===== src/rtl/l2_req_scheduler.sv =====
// L2 request scheduler: arbitrates icache, dcache and prefetcher line requests
// onto a single L2 port, one transaction at a time. Dcache normally wins, but
// a bounded run of dcache grants while icache waits forces an icache grant.
module l2_req_scheduler #(
    parameter int unsigned MAX_D_BURST = 3
) (
    input  logic         clk,
    input  logic         reset_n,

    input  logic         i_read,
    input  logic [31:0]  i_address,
    output logic [255:0] i_rdata,
    output logic         i_resp,

    input  logic         d_read,
    input  logic         d_write,
    input  logic [31:0]  d_address,
    input  logic [255:0] d_wdata,
    output logic [255:0] d_rdata,
    output logic         d_resp,

    input  logic         p_read,
    input  logic [31:0]  p_address,
    output logic [255:0] p_rdata,
    output logic         p_resp,

    output logic         l2_read,
    output logic         l2_write,
    output logic [31:0]  l2_address,
    output logic [255:0] l2_wdata,
    input  logic [255:0] l2_rdata,
    input  logic         l2_resp
);

    localparam logic [1:0] IDLE   = 2'd0;
    localparam logic [1:0] SERV_D = 2'd1;
    localparam logic [1:0] SERV_I = 2'd2;
    localparam logic [1:0] SERV_P = 2'd3;

    // Streak counter is 4 bits, enough for the legal burst range 1..15.
    localparam logic [3:0] D_BURST    = 4'(MAX_D_BURST);
    localparam logic [3:0] STREAK_SAT = 4'hF;

    logic [1:0]   state_q, state_d;
    logic [3:0]   d_streak_q, d_streak_d;
    logic [31:0]  addr_q, addr_d;
    logic [255:0] wdata_q, wdata_d;
    logic         write_q, write_d;

    logic         d_req;
    logic         i_force;
    logic         grant_d;
    logic         grant_i;
    logic         grant_p;
    logic [3:0]   streak_inc;

    // Arbitration among requests sampled in the current cycle.
    always_comb begin
        d_req   = d_read | d_write;
        // Icache overrides dcache only once the dcache run has hit the limit.
        i_force = i_read && (d_streak_q == D_BURST);
        grant_d = d_req && !i_force;
        grant_i = i_read && !grant_d;
        // Prefetch only gets the port when nobody else is asking.
        grant_p = p_read && !d_req && !i_read;
        streak_inc = (d_streak_q == STREAK_SAT) ? STREAK_SAT : d_streak_q + 4'd1;
    end

    // Next-state: grant in IDLE, hold in SERV_x until l2_resp, then back to IDLE.
    always_comb begin
        state_d    = state_q;
        d_streak_d = d_streak_q;
        addr_d     = addr_q;
        wdata_d    = wdata_q;
        write_d    = write_q;
        case (state_q)
            IDLE: begin
                if (grant_d) begin
                    state_d = SERV_D;
                    addr_d  = d_address;
                    // A simultaneous read+write is served as a writeback.
                    write_d = d_write;
                    wdata_d = d_write ? d_wdata : '0;
                    // Only count dcache grants that actually made icache wait.
                    d_streak_d = i_read ? streak_inc : 4'd0;
                end else if (grant_i) begin
                    state_d    = SERV_I;
                    addr_d     = i_address;
                    write_d    = 1'b0;
                    wdata_d    = '0;
                    d_streak_d = 4'd0;
                end else if (grant_p) begin
                    state_d = SERV_P;
                    addr_d  = p_address;
                    write_d = 1'b0;
                    wdata_d = '0;
                end
            end
            SERV_D, SERV_I, SERV_P: begin
                // Requester drops are ignored; the transaction always completes.
                if (l2_resp) begin
                    state_d = IDLE;
                end
            end
            default: state_d = IDLE;
        endcase
    end

    // State and latched transaction registers, async cleared on reset.
    always_ff @(posedge clk or negedge reset_n) begin
        if (!reset_n) begin
            state_q    <= IDLE;
            d_streak_q <= 4'd0;
            addr_q     <= 32'd0;
            wdata_q    <= '0;
            write_q    <= 1'b0;
        end else begin
            state_q    <= state_d;
            d_streak_q <= d_streak_d;
            addr_q     <= addr_d;
            wdata_q    <= wdata_d;
            write_q    <= write_d;
        end
    end

    // L2 command and requester completions, driven only from state and latches.
    always_comb begin
        l2_read    = (state_q != IDLE) && !write_q;
        l2_write   = (state_q == SERV_D) && write_q;
        l2_address = addr_q;
        l2_wdata   = wdata_q;

        // l2_resp in IDLE matches no SERV state and so produces no completion.
        d_resp = (state_q == SERV_D) && l2_resp;
        i_resp = (state_q == SERV_I) && l2_resp;
        p_resp = (state_q == SERV_P) && l2_resp;

        // Read data is broadcast; each *_resp alone qualifies it.
        i_rdata = l2_rdata;
        d_rdata = l2_rdata;
        p_rdata = l2_rdata;
    end

endmodule


===== config.mk =====
export PLATFORM = sky130hd
export DESIGN_NAME = l2_req_scheduler
export DESIGN_NICKNAME = d
export VERILOG_FILES = /design/src/rtl/l2_req_scheduler.sv
export SDC_FILE = /design/constraint.sdc
export NUM_CORES = 1
export LEC_CHECK = 0
export CAP_MARGIN = 20
export CELL_PAD_IN_SITES_DETAIL_PLACEMENT = 0
export CELL_PAD_IN_SITES_GLOBAL_PLACEMENT = 2
export CORE_AREA = 3 3 651 653
export DETAILED_ROUTE_END_ITERATION = 6
export DIE_AREA = 0 0 654 656
export HOLD_SLACK_MARGIN = 0.06
export PLACE_DENSITY = 0.4
export SYNTH_ARGS = -nofsm -noshare
export SYNTH_HDL_FRONTEND = slang
export SYNTH_SLANG_ARGS = --single-unit

===== constraint.sdc =====
create_clock -name clk -period 2 [get_ports clk]
set_input_delay 0.4 -clock clk [delete_from_list [all_inputs] [get_ports clk]]
set_output_delay 0.4 -clock clk [all_outputs]
set_load 0.02 [all_outputs]

==> summary.txt, run 1 <==
status - finished with violations
failing checks - negative setup slack
fmax - 495 MHz
placed inst area - 0.0260 mm^2
IR drop worst, VDD - 626 uV
port bufs - 651
FP Rows - 238
RR Startpoint - d_streak_q[0]
Worst path slowest cell - dfrtp_1
Final WS setup - -0.0185 ns
Worst setup SP type - flip-flop
Placeable Area - 0.419 mm^2
crit path kind - flip-flop to output pin
Worst Clk Skew - 0.0307 ns
Hold Violations, Final - 0
critical path capture point type - output pin
endpoints failing setup - 1
Crit Path Max Fanout - 3
Post-Route Setup TNS - -0.0185 ns
CTS Buf Count - 50
Post-DRT Antenna Nets - 0
largest net degree at the start of global routing - 78
Die Height - 656 um
layout cells sized above 1 - 19.4%
CP required - 1.60 ns
HPWL Detailed - 182,000 um
Synth area leaders - dfrtp_1, buf_4, nand2_1, o21ai_0, o21ai_1
post-synth cell types - 30
drt first pass iters - 5
routed vias/inst - 1.81
total congestion overflow - 0
Overall Power - 40.2 mW
first-pass GRT wire length - 240,000 um
initial core utilization - 4.32%
commonest non-fill, non-tap cell in the layout - nand2_1
number of synthesized register bits - 295
Storage cell area - 0.00738 mm^2
DR DRC count - 0
final non-filler cell total - 7,617
Reg clk slew, reported paths - 0.06 ns
Final Cycle Share - 101%
vias in the first global route - 14,500
initial antenna violation count - 53
CTS Buffer Depth - 3
worst hold slack - 0.212 ns
NumNets Final - 2,668
simple-gate share of the synthesized area - 11.9%
leak pwr - 10.6 nW
GRT Util Overall - 9.23%
largest family of logic cells by synthesized area - buffers and inverters
CTS tree - built
CTS sink count - 295
syn nets - 2,711
area occupied by multi-input gates - 0.00455 mm^2
wire per inst - 27.0 um
sequential area share after synthesis - 40.7%
XOR/XNOR Fraction of Synth Area - 0%
Cell Chain, Critical Path - nor2_1 > buf_4 > nor2_4 > buf_6 > buf_12
Critical Path Max Stage Delay - 0.39 ns
Min Clock Period, post-route - 2.02 ns
full die area - 0.429 mm^2
crit path from - state_q[1]
worst path arrival time - 1.62 ns
most frequent cells in the layout - nand2_1, clkdlybuf4s50_1, dfrtp_1
Hold Crit Class - input port to asynchronous set/reset pin
H-tree level count - 2
DRT Wirelength - 206,000 um
Area Overhead vs Synth - 57.4%
CTS root buffer - clkbuf_16
portion of netlist area occupied by mux cells - 3.82%
Cell Area, Synth - 0.0181 mm^2
initial DRC count - 646
max-cap violations - 0
vias post-DR - 13,800
Synth Area in Compound Gates - 8.32%
# fillers - 49,200
Ys Warns - 0
Mapped Avg Cell Area - 8.65 um^2
reg2reg setup slack - 0.07 ns
Final Util - 6.80%
top cell type by total area after synthesis - dfrtp_1
share of the synthesized area in the top cell type - 40.7%
Slew HR - 68.4%
pwr dens - 1410 mW/mm^2
adder-cell share of the synthesized area - 0.0691%
Slew @ Worst Pin - 0.474 ns
post-place setup slack - -0.363 ns
Post-Place Cells - 7,484
chip width - 654 um
Gate Count Post-Synth - 2,095
IO Pins - 1,676
Clk Latency, worst-skew pair - 0.70 ns
unrepaired setup endpoints after global routing - yes
final instance area - 0.0285 mm^2
Max Slew Vio Count - 0
GPL Wtd Cong - 0.744
-- final cells by class --
cell class                      instances  share of cell area [%]
Clock inverter                         20                   0.961
Inverter                                2                  0.0263
Multi-Input combinational cell        930                    15.9
Sequential cell                       295                    25.9
Antenna cell                           13                   0.114
Clock buffer                           64                    4.82
Timing Repair Buffer                  773                    28.0
Tap cell                             5520                    24.2
-- cell families (layout without fill, tap and decap cells) --
logic type / Yosys count / after routing
other: 0 / 13
AOI/OAI and AO/OA: 298 / 298
buffers and inverters: 870 / 859
and+or+nand+nor: 566 / 566
muxes: 65 / 65
adders and majority gates: 1 / 1
DFF: 295 / 295
-- flip-flops by register name, indices dropped and copies added (netlist names) --
| signal | count |
|---|---|
| write_q | 1 |
| d_streak_q | 4 |
| state_q | 2 |
| l2_wdata | 256 |
| l2_address | 32 |
-- per-layer routing --
layer | routed length [um] | vias up | GRT usage (%) | share of wire (%)
met2 | 93000 | 1349 | 14.8 | 45
li1 | - | 5810 | - | -
met1 | 57400 | 6322 | 7.29 | 28
met4 | 7600 | 16 | 2.93 | 3.7
met3 | 47300 | 315 | 10.0 | 23
met5 | 497 | - | 0.885 | 0.24
-- path summary, 6_finish.rpt --
check	cells past startpoint	to
max in group asynchronous	4	l2_wdata[16]
setup reg to reg	9	l2_wdata[14]
hold / removal	2	l2_wdata[137]
setup / recovery	5	l2_read
min in group clk	3	l2_wdata[26]
hold reg to reg	2	l2_wdata[165]
-- worst max-delay path, delay by kind of cell, from the launching register on --
kind,cells,cell delay [ns]
buffers and inverters,3,0.40
flip-flops,1,0.39
AND/OR/NAND/NOR,2,0.14
-- Yosys cell counts (all sizes together) --
library cell	number
nand3	1
inv	2
dfrtp	295
or3	1
ha	1
nand2	548
nand3b	1
and3	3
nor2	7
o21ai	290
clkbuf	55
a21oi	3
nor2b	2
mux2	33
mux2i	32
and4bb	1
nand2b	1
buf	813
a31oi	1
nor4bb	1
a22o	2
o22ai	2
-- report_power, final --
group	internal (mW)	switching, mW	total, mW	leakage, nW
Sequential	8.92	1.83	10.7	3.82
Combinational	6.54	13.7	20.2	5.94
Clock	5.45	3.77	9.22	0.803
-- repair_timing --
| item | 4_1_cts | 5_1_grt |
|---|---|---|
| endpoints found under the setup margin | 280 | 83 |
| buffers inserted | 18 | 2 |
| pin swaps | 6 | 6 |
| gates cloned | 12 | 7 |
| hold endpoints to repair | 165 | 0 |
| gates resized for setup | 362 | 48 |
| hold buffers | 1 | 0 |
Note: power is estimated with default switching activity, not from simulation.
==> run 2, diff against run 1 <==
- CORE_AREA: 3 3 651 653 -> 2 2 650 652
- DIE_AREA: 0 0 654 656 -> 0 0 652 654
==> run 2 against run 1 <==
  * The run still ends with negative setup slack left
  * First-iteration DRC count increased by 19%
  * Non-clock buffer count rose by 8
  * Core utilization shrank 0.056 points
  * Clock skew increased by 0.047 ns
  * Sequential power is essentially flat
  * Register-to-register slack got worse by 0.02 ns
  * Global-route usage down 0.25 points
  * Cell count shrank 0.11%
  * Sequential share of layout area grew 0.23 points
  * Critical path depth fell by 1
  * Total power decreased by 2.8%
  * Fmax up 0.27%
  * Highest routed layer unchanged
==> summary.txt, run 2 (synthesis results as in run 1) <==
status - finished with violations
failing checks - negative setup slack
NumNets Final - 2,674
Critical Path Max Stage Delay - 0.44 ns
max FFs per register - 256
port bufs - 651
endpoints failing setup - 1
commonest non-fill, non-tap cell in the layout - nand2_1
initial antenna violation count - 86
Worst path slowest cell - dfrtp_1
post-place setup slack - -0.308 ns
unrepaired setup endpoints after global routing - yes
Hold Path Sink - l2_wdata[66]
grt met1 use - 6.82%
CP required - 1.60 ns
Area Overhead vs Synth - 56.1%
Hold Path Stages - 3
RR Startpoint - d_streak_q[1]
Overall Power - 39.1 mW
layer with the highest usage - met2
total congestion overflow - 0
GRT Util Overall - 8.98%
DR DRC count - 0
clock share of power - 22.6%
wire per inst - 26.3 um
Final Util - 6.74%
routed vias/inst - 1.82
first-pass GRT wire length - 232,000 um
r2r endpoint - l2_wdata[49]
cell mode on critical path - nor2_4
critical path capture point type - output pin
IR drop worst, VDD - 699 uV
initial core utilization - 4.32%
H-tree level count - 2
Die Height - 654 um
DRT Wirelength - 200,000 um
full die area - 0.426 mm^2
Gate power share - 49.7%
Reg2Reg Depth - 8
FP Rows - 238
Final WS setup - -0.0131 ns
initial DRC count - 769
Crit Path Max Fanout - 3
HPWL Detailed - 179,000 um
Slew HR - 55.5%
Min Clock Period, post-route - 2.01 ns
fmax - 497 MHz
IO Pins - 1,676
switching share of power - 47.4%
largest net degree at the start of global routing - 51
sequential share of power - 27.8%
final non-filler cell total - 7,609
CTS Buffer Depth - 3
Clk Latency, worst-skew pair - 0.77 ns
internal power - 20.6 mW
CTS sink count - 295
most frequent cells in the layout - nand2_1, clkdlybuf4s50_1, dfrtp_1
Cell Chain, Critical Path - nor2_4 > nor2_4 > buf_6 > buf_12
GRT met3 Usage - 10.1%
vias post-DR - 13,900
Post-DRT Antenna Nets - 0
Net Switching - 18.5 mW
vias in the first global route - 14,200
reg2reg setup slack - 0.05 ns
CTS tree - built
leak pwr - 10.4 nW
worst path arrival time - 1.61 ns
GPL Wtd Cong - 0.775
Hold Violations, Final - 0
Post-Place Cells - 7,501
CTS Buf Count - 48
Hold Crit Class - input port to flip-flop
pwr dens - 1380 mW/mm^2
Reg clk slew, reported paths - 0.06 ns
Final Cycle Share - 101%
Worst Clk Skew - 0.0774 ns
crit path kind - flip-flop to output pin
Worst setup SP type - flip-flop
Slew @ Worst Pin - 0.668 ns
layout cells sized above 1 - 20.2%
CTS root buffer - clkbuf_16
max-cap violations - 0
drt first pass iters - 5
Placeable Area - 0.419 mm^2
Max Slew Vio Count - 0
chip width - 652 um
min-delay src - d_wdata[66]
met2 usage - 14.4%
run 2: routing by layer:
| layer | vias up | part of all wire, % |
|---|---|---|
| met3 | 373 | 24 |
| met1 | 6201 | 27 |
| met4 | 18 | 4.2 |
| li1 | 5804 | - |
| met5 | - | 0.35 |
| met2 | 1489 | 45 |
run 2: repair_timing:
| item | 4_1_cts | 5_1_grt |
|---|---|---|
| setup endpoints to repair | 239 | 128 |
| pin swaps | 3 | 8 |
| hold buffers | 1 | 0 |
| resized for setup | 425 | 130 |
| cloned | 3 | 7 |
| endpoints found under the hold margin | 24 | 0 |
| setup buffers | 5 | 13 |
run 2: stage by stage:
step / hold slack, ns / area, um^2 / TNS [ns]
2_1_floorplan: 0.104 / 18100 / 0
3_3_place_gp: 0.463 / 26300 / -66.39
3_5_place_dp: 0.464 / 26300 / -64.48
4_1_cts: 0.0662 / 27800 / -0.601
5_1_grt: 0.119 / 28300 / -0.624
6_report: 0.205 / 28300 / -0.0131
run 2: critical path, delay by kind of cell (launching register included):
| family | cells | cell delay, ns |
|---|---|---|
| buf+inv | 2 | 0.28 |
| simple gates | 2 | 0.21 |
| flops | 1 | 0.44 |
run 2: power by group through the flow:
stage | Clock, mW | Combinational (mW) | Sequential, mW
detailed placement | 0 | 21.0 | 11.0
global placement | 0 | 21.0 | 11.0
global route | 9.58 | 21.2 | 11.3
CTS | 9.49 | 19.8 | 10.9
finish | 8.82 | 19.4 | 10.8
floorplan | 0 | 6.86 | 14.0
run 2: worst max-delay path by stage:
stage,startpoint,end,slack (ns),cells after the start
final,state_q[0],l2_read,-0.01,4
after global routing,state_q[0],l2_read,-0.15,4
after CTS,state_q[1],l2_read,-0.20,5
after detailed placement,d_write,l2_wdata[7],-0.31,7
after global placement,d_write,l2_wdata[17],-0.32,7
after floorplan,i_read,write_q,0.12,6
run 2: layout make-up:
type	count	area [um^2]
Antenna cell	6	15.0
Clock buffer	60	1300
Sequential cell	295	7390
Timing Repair Buffer	781	7870
Inverter	2	7.51
Tap cell	5520	6910
Multi-Input combinational cell	930	4560
Clock inverter	15	238
Fill cell	49300	391000
==> run 3, diff against run 2 <==
- SKIP_CTS_REPAIR_TIMING: unset -> 1
==> run 3 against run 2 <==
  * The flow still finishes with violations (negative setup slack)
  * Critical path depth up 1
  * Flip-flop and latch count unchanged
  * Via count up 0.17%
  * Hold slack worse by 0.0019 ns
  * First-iteration DRC count up 5.2%
  * Global-route usage about the same
  * Setup slack worse by 0.017 ns
  * Final area up 1.6%
  * Sequential power about the same
  * Non-clock buffer count down 7
  * Clock skew down 0.0011 ns
  * Critical endpoint unchanged
==> summary.txt, run 3 (synthesis results as in run 1) <==
FP Rows - 238
CTS sink count - 295
CP required - 1.60 ns
most frequent cells in the layout - nand2_1, clkdlybuf4s50_1, dfrtp_1
port bufs - 651
initial antenna violation count - 88
full die area - 0.426 mm^2
NumNets Final - 2,667
Min Clock Period, post-route - 2.03 ns
IR drop worst, VDD - 698 uV
max-cap violations - 0
Reg clk slew, reported paths - 0.06 ns
Area Overhead vs Synth - 58.6%
Hold Path Stages - 3
layout cells sized above 1 - 16.1%
Placeable Area - 0.419 mm^2
GRT Util Overall - 8.93%
Hold Path Sink - l2_wdata[66]
routed vias/inst - 1.83
worst path arrival time - 1.63 ns
Clk Latency, worst-skew pair - 0.77 ns
IO Pins - 1,676
total congestion overflow - 0
Crit Path Max Fanout - 5
Slew @ Worst Pin - 0.685 ns
CTS root buffer - clkbuf_16
Hold Violations, Final - 0
HPWL Detailed - 179,000 um
chip width - 652 um
unrepaired setup endpoints after global routing - yes
Slew HR - 54.3%
worst hold slack - 0.203 ns
critical path capture point type - output pin
status - finished with violations
max FFs per register - 256
vias post-DR - 13,900
CTS tree - built
post-place setup slack - -0.308 ns
CTS Buffer Depth - 3
Worst setup SP type - flip-flop
Die Height - 654 um
Final WS setup - -0.0302 ns
Post-DRT Antenna Nets - 0
crit path kind - flip-flop to output pin
largest net degree at the start of global routing - 51
leak pwr - 12.8 nW
Reg2Reg Depth - 8
Worst Clk Skew - 0.0764 ns
GPL Wtd Cong - 0.775
placed inst area - 0.0263 mm^2
RR Startpoint - d_streak_q[1]
DR DRC count - 0
# fillers - 49,200
Max Slew Vio Count - 0
initial core utilization - 4.32%
vias in the first global route - 14,100
pwr dens - 1380 mW/mm^2
min-delay src - d_wdata[66]
initial DRC count - 809
drt first pass iters - 5
DRT Wirelength - 200,000 um
CTS Buf Count - 48
reg2reg setup slack - 0.05 ns
wire per inst - 26.3 um
Final Cycle Share - 102%
Hold Crit Class - input port to flip-flop
commonest non-fill, non-tap cell in the layout - nand2_1
r2r endpoint - l2_wdata[214]
first-pass GRT wire length - 231,000 um
endpoints failing setup - 1
final instance area - 0.0287 mm^2
H-tree level count - 2
fmax - 493 MHz
failing checks - negative setup slack
## run 3: cell count changes in the layout (fill, tap and decap cells not counted), moves of 8 or more
| cell | before | now |
|---|---|---|
| dlymetal6s2s_1 | 0 | 208 |
| o21ai_0 | 117 | 151 |
| clkdlybuf4s15_1 | 15 | 0 |
| nand2_1 | 525 | 539 |
| clkbuf_2 | 0 | 18 |
| buf_6 | 13 | 5 |
| buf_2 | 17 | 1 |
| dlygate4sd2_1 | 143 | 0 |
| nand2_2 | 23 | 6 |
| clkdlybuf4s15_2 | 52 | 0 |
| o21ai_1 | 163 | 132 |
## run 3: layer usage
| layer | wire length (um) | GRT usage (%) |
|---|---|---|
| met4 | 8800 | 3.10 |
| met1 | 52200 | 6.70 |
| met5 | 725 | 1.19 |
| met2 | 89600 | 14.3 |
| met3 | 48500 | 10.1 |
## run 3: layout make-up
class	instances	area (um^2)	share of cell area [%]
clock inverter	15	238	0.827
tap	5520	6910	24.0
inverter	2	7.51	0.0261
multi-input combinational	930	4490	15.6
timing repair buffer	774	8390	29.2
clock buffer	60	1300	4.51
antenna	6	15.0	0.0523
sequential	295	7380	25.7
## run 3: how the worst max path moves through the flow
stage | slack, ns | startpoint | depth (start not counted) | to
2_1_floorplan | 0.12 | i_read | 6 | write_q
3_3_place_gp | -0.32 | d_write | 7 | l2_wdata[17]
3_5_place_dp | -0.31 | d_write | 7 | l2_wdata[7]
4_1_cts | -0.54 | l2_wdata[12] | 1 | l2_wdata[12]
5_1_grt | -0.18 | state_q[0] | 5 | l2_read
6_report | -0.03 | state_q[0] | 5 | l2_read
## run 3: stage by stage
step / setup TNS [ns] / cells / total power, mW / util (%)
global route: -0.607 / 7597 / 42.7 / 6.85
detailed placement: -64.48 / 7501 / 32.0 / 6.26
global placement: -66.39 / 7501 / 31.9 / 6.26
finish: -0.0302 / 7602 / 39.6 / 6.85
CTS: -58.58 / 7576 / 41.4 / 6.63
floorplan: 0 / 2095 / 20.9 / -
## run 3: where the power goes
group / leakage (nW) / internal, mW / switching [mW] / total, mW
logic: 8.26 / 7.40 / 12.6 / 20.0
clock network: 0.741 / 4.95 / 3.84 / 8.79
registers: 3.83 / 8.91 / 1.89 / 10.8
## run 3: worst max-delay path, stage by stage (launching register included)
cell,delay [ns]
dfrtp_1,0.40
nor2_1,0.10
buf_4,0.13
nor2_4,0.03
buf_6,0.13
buf_12,0.15
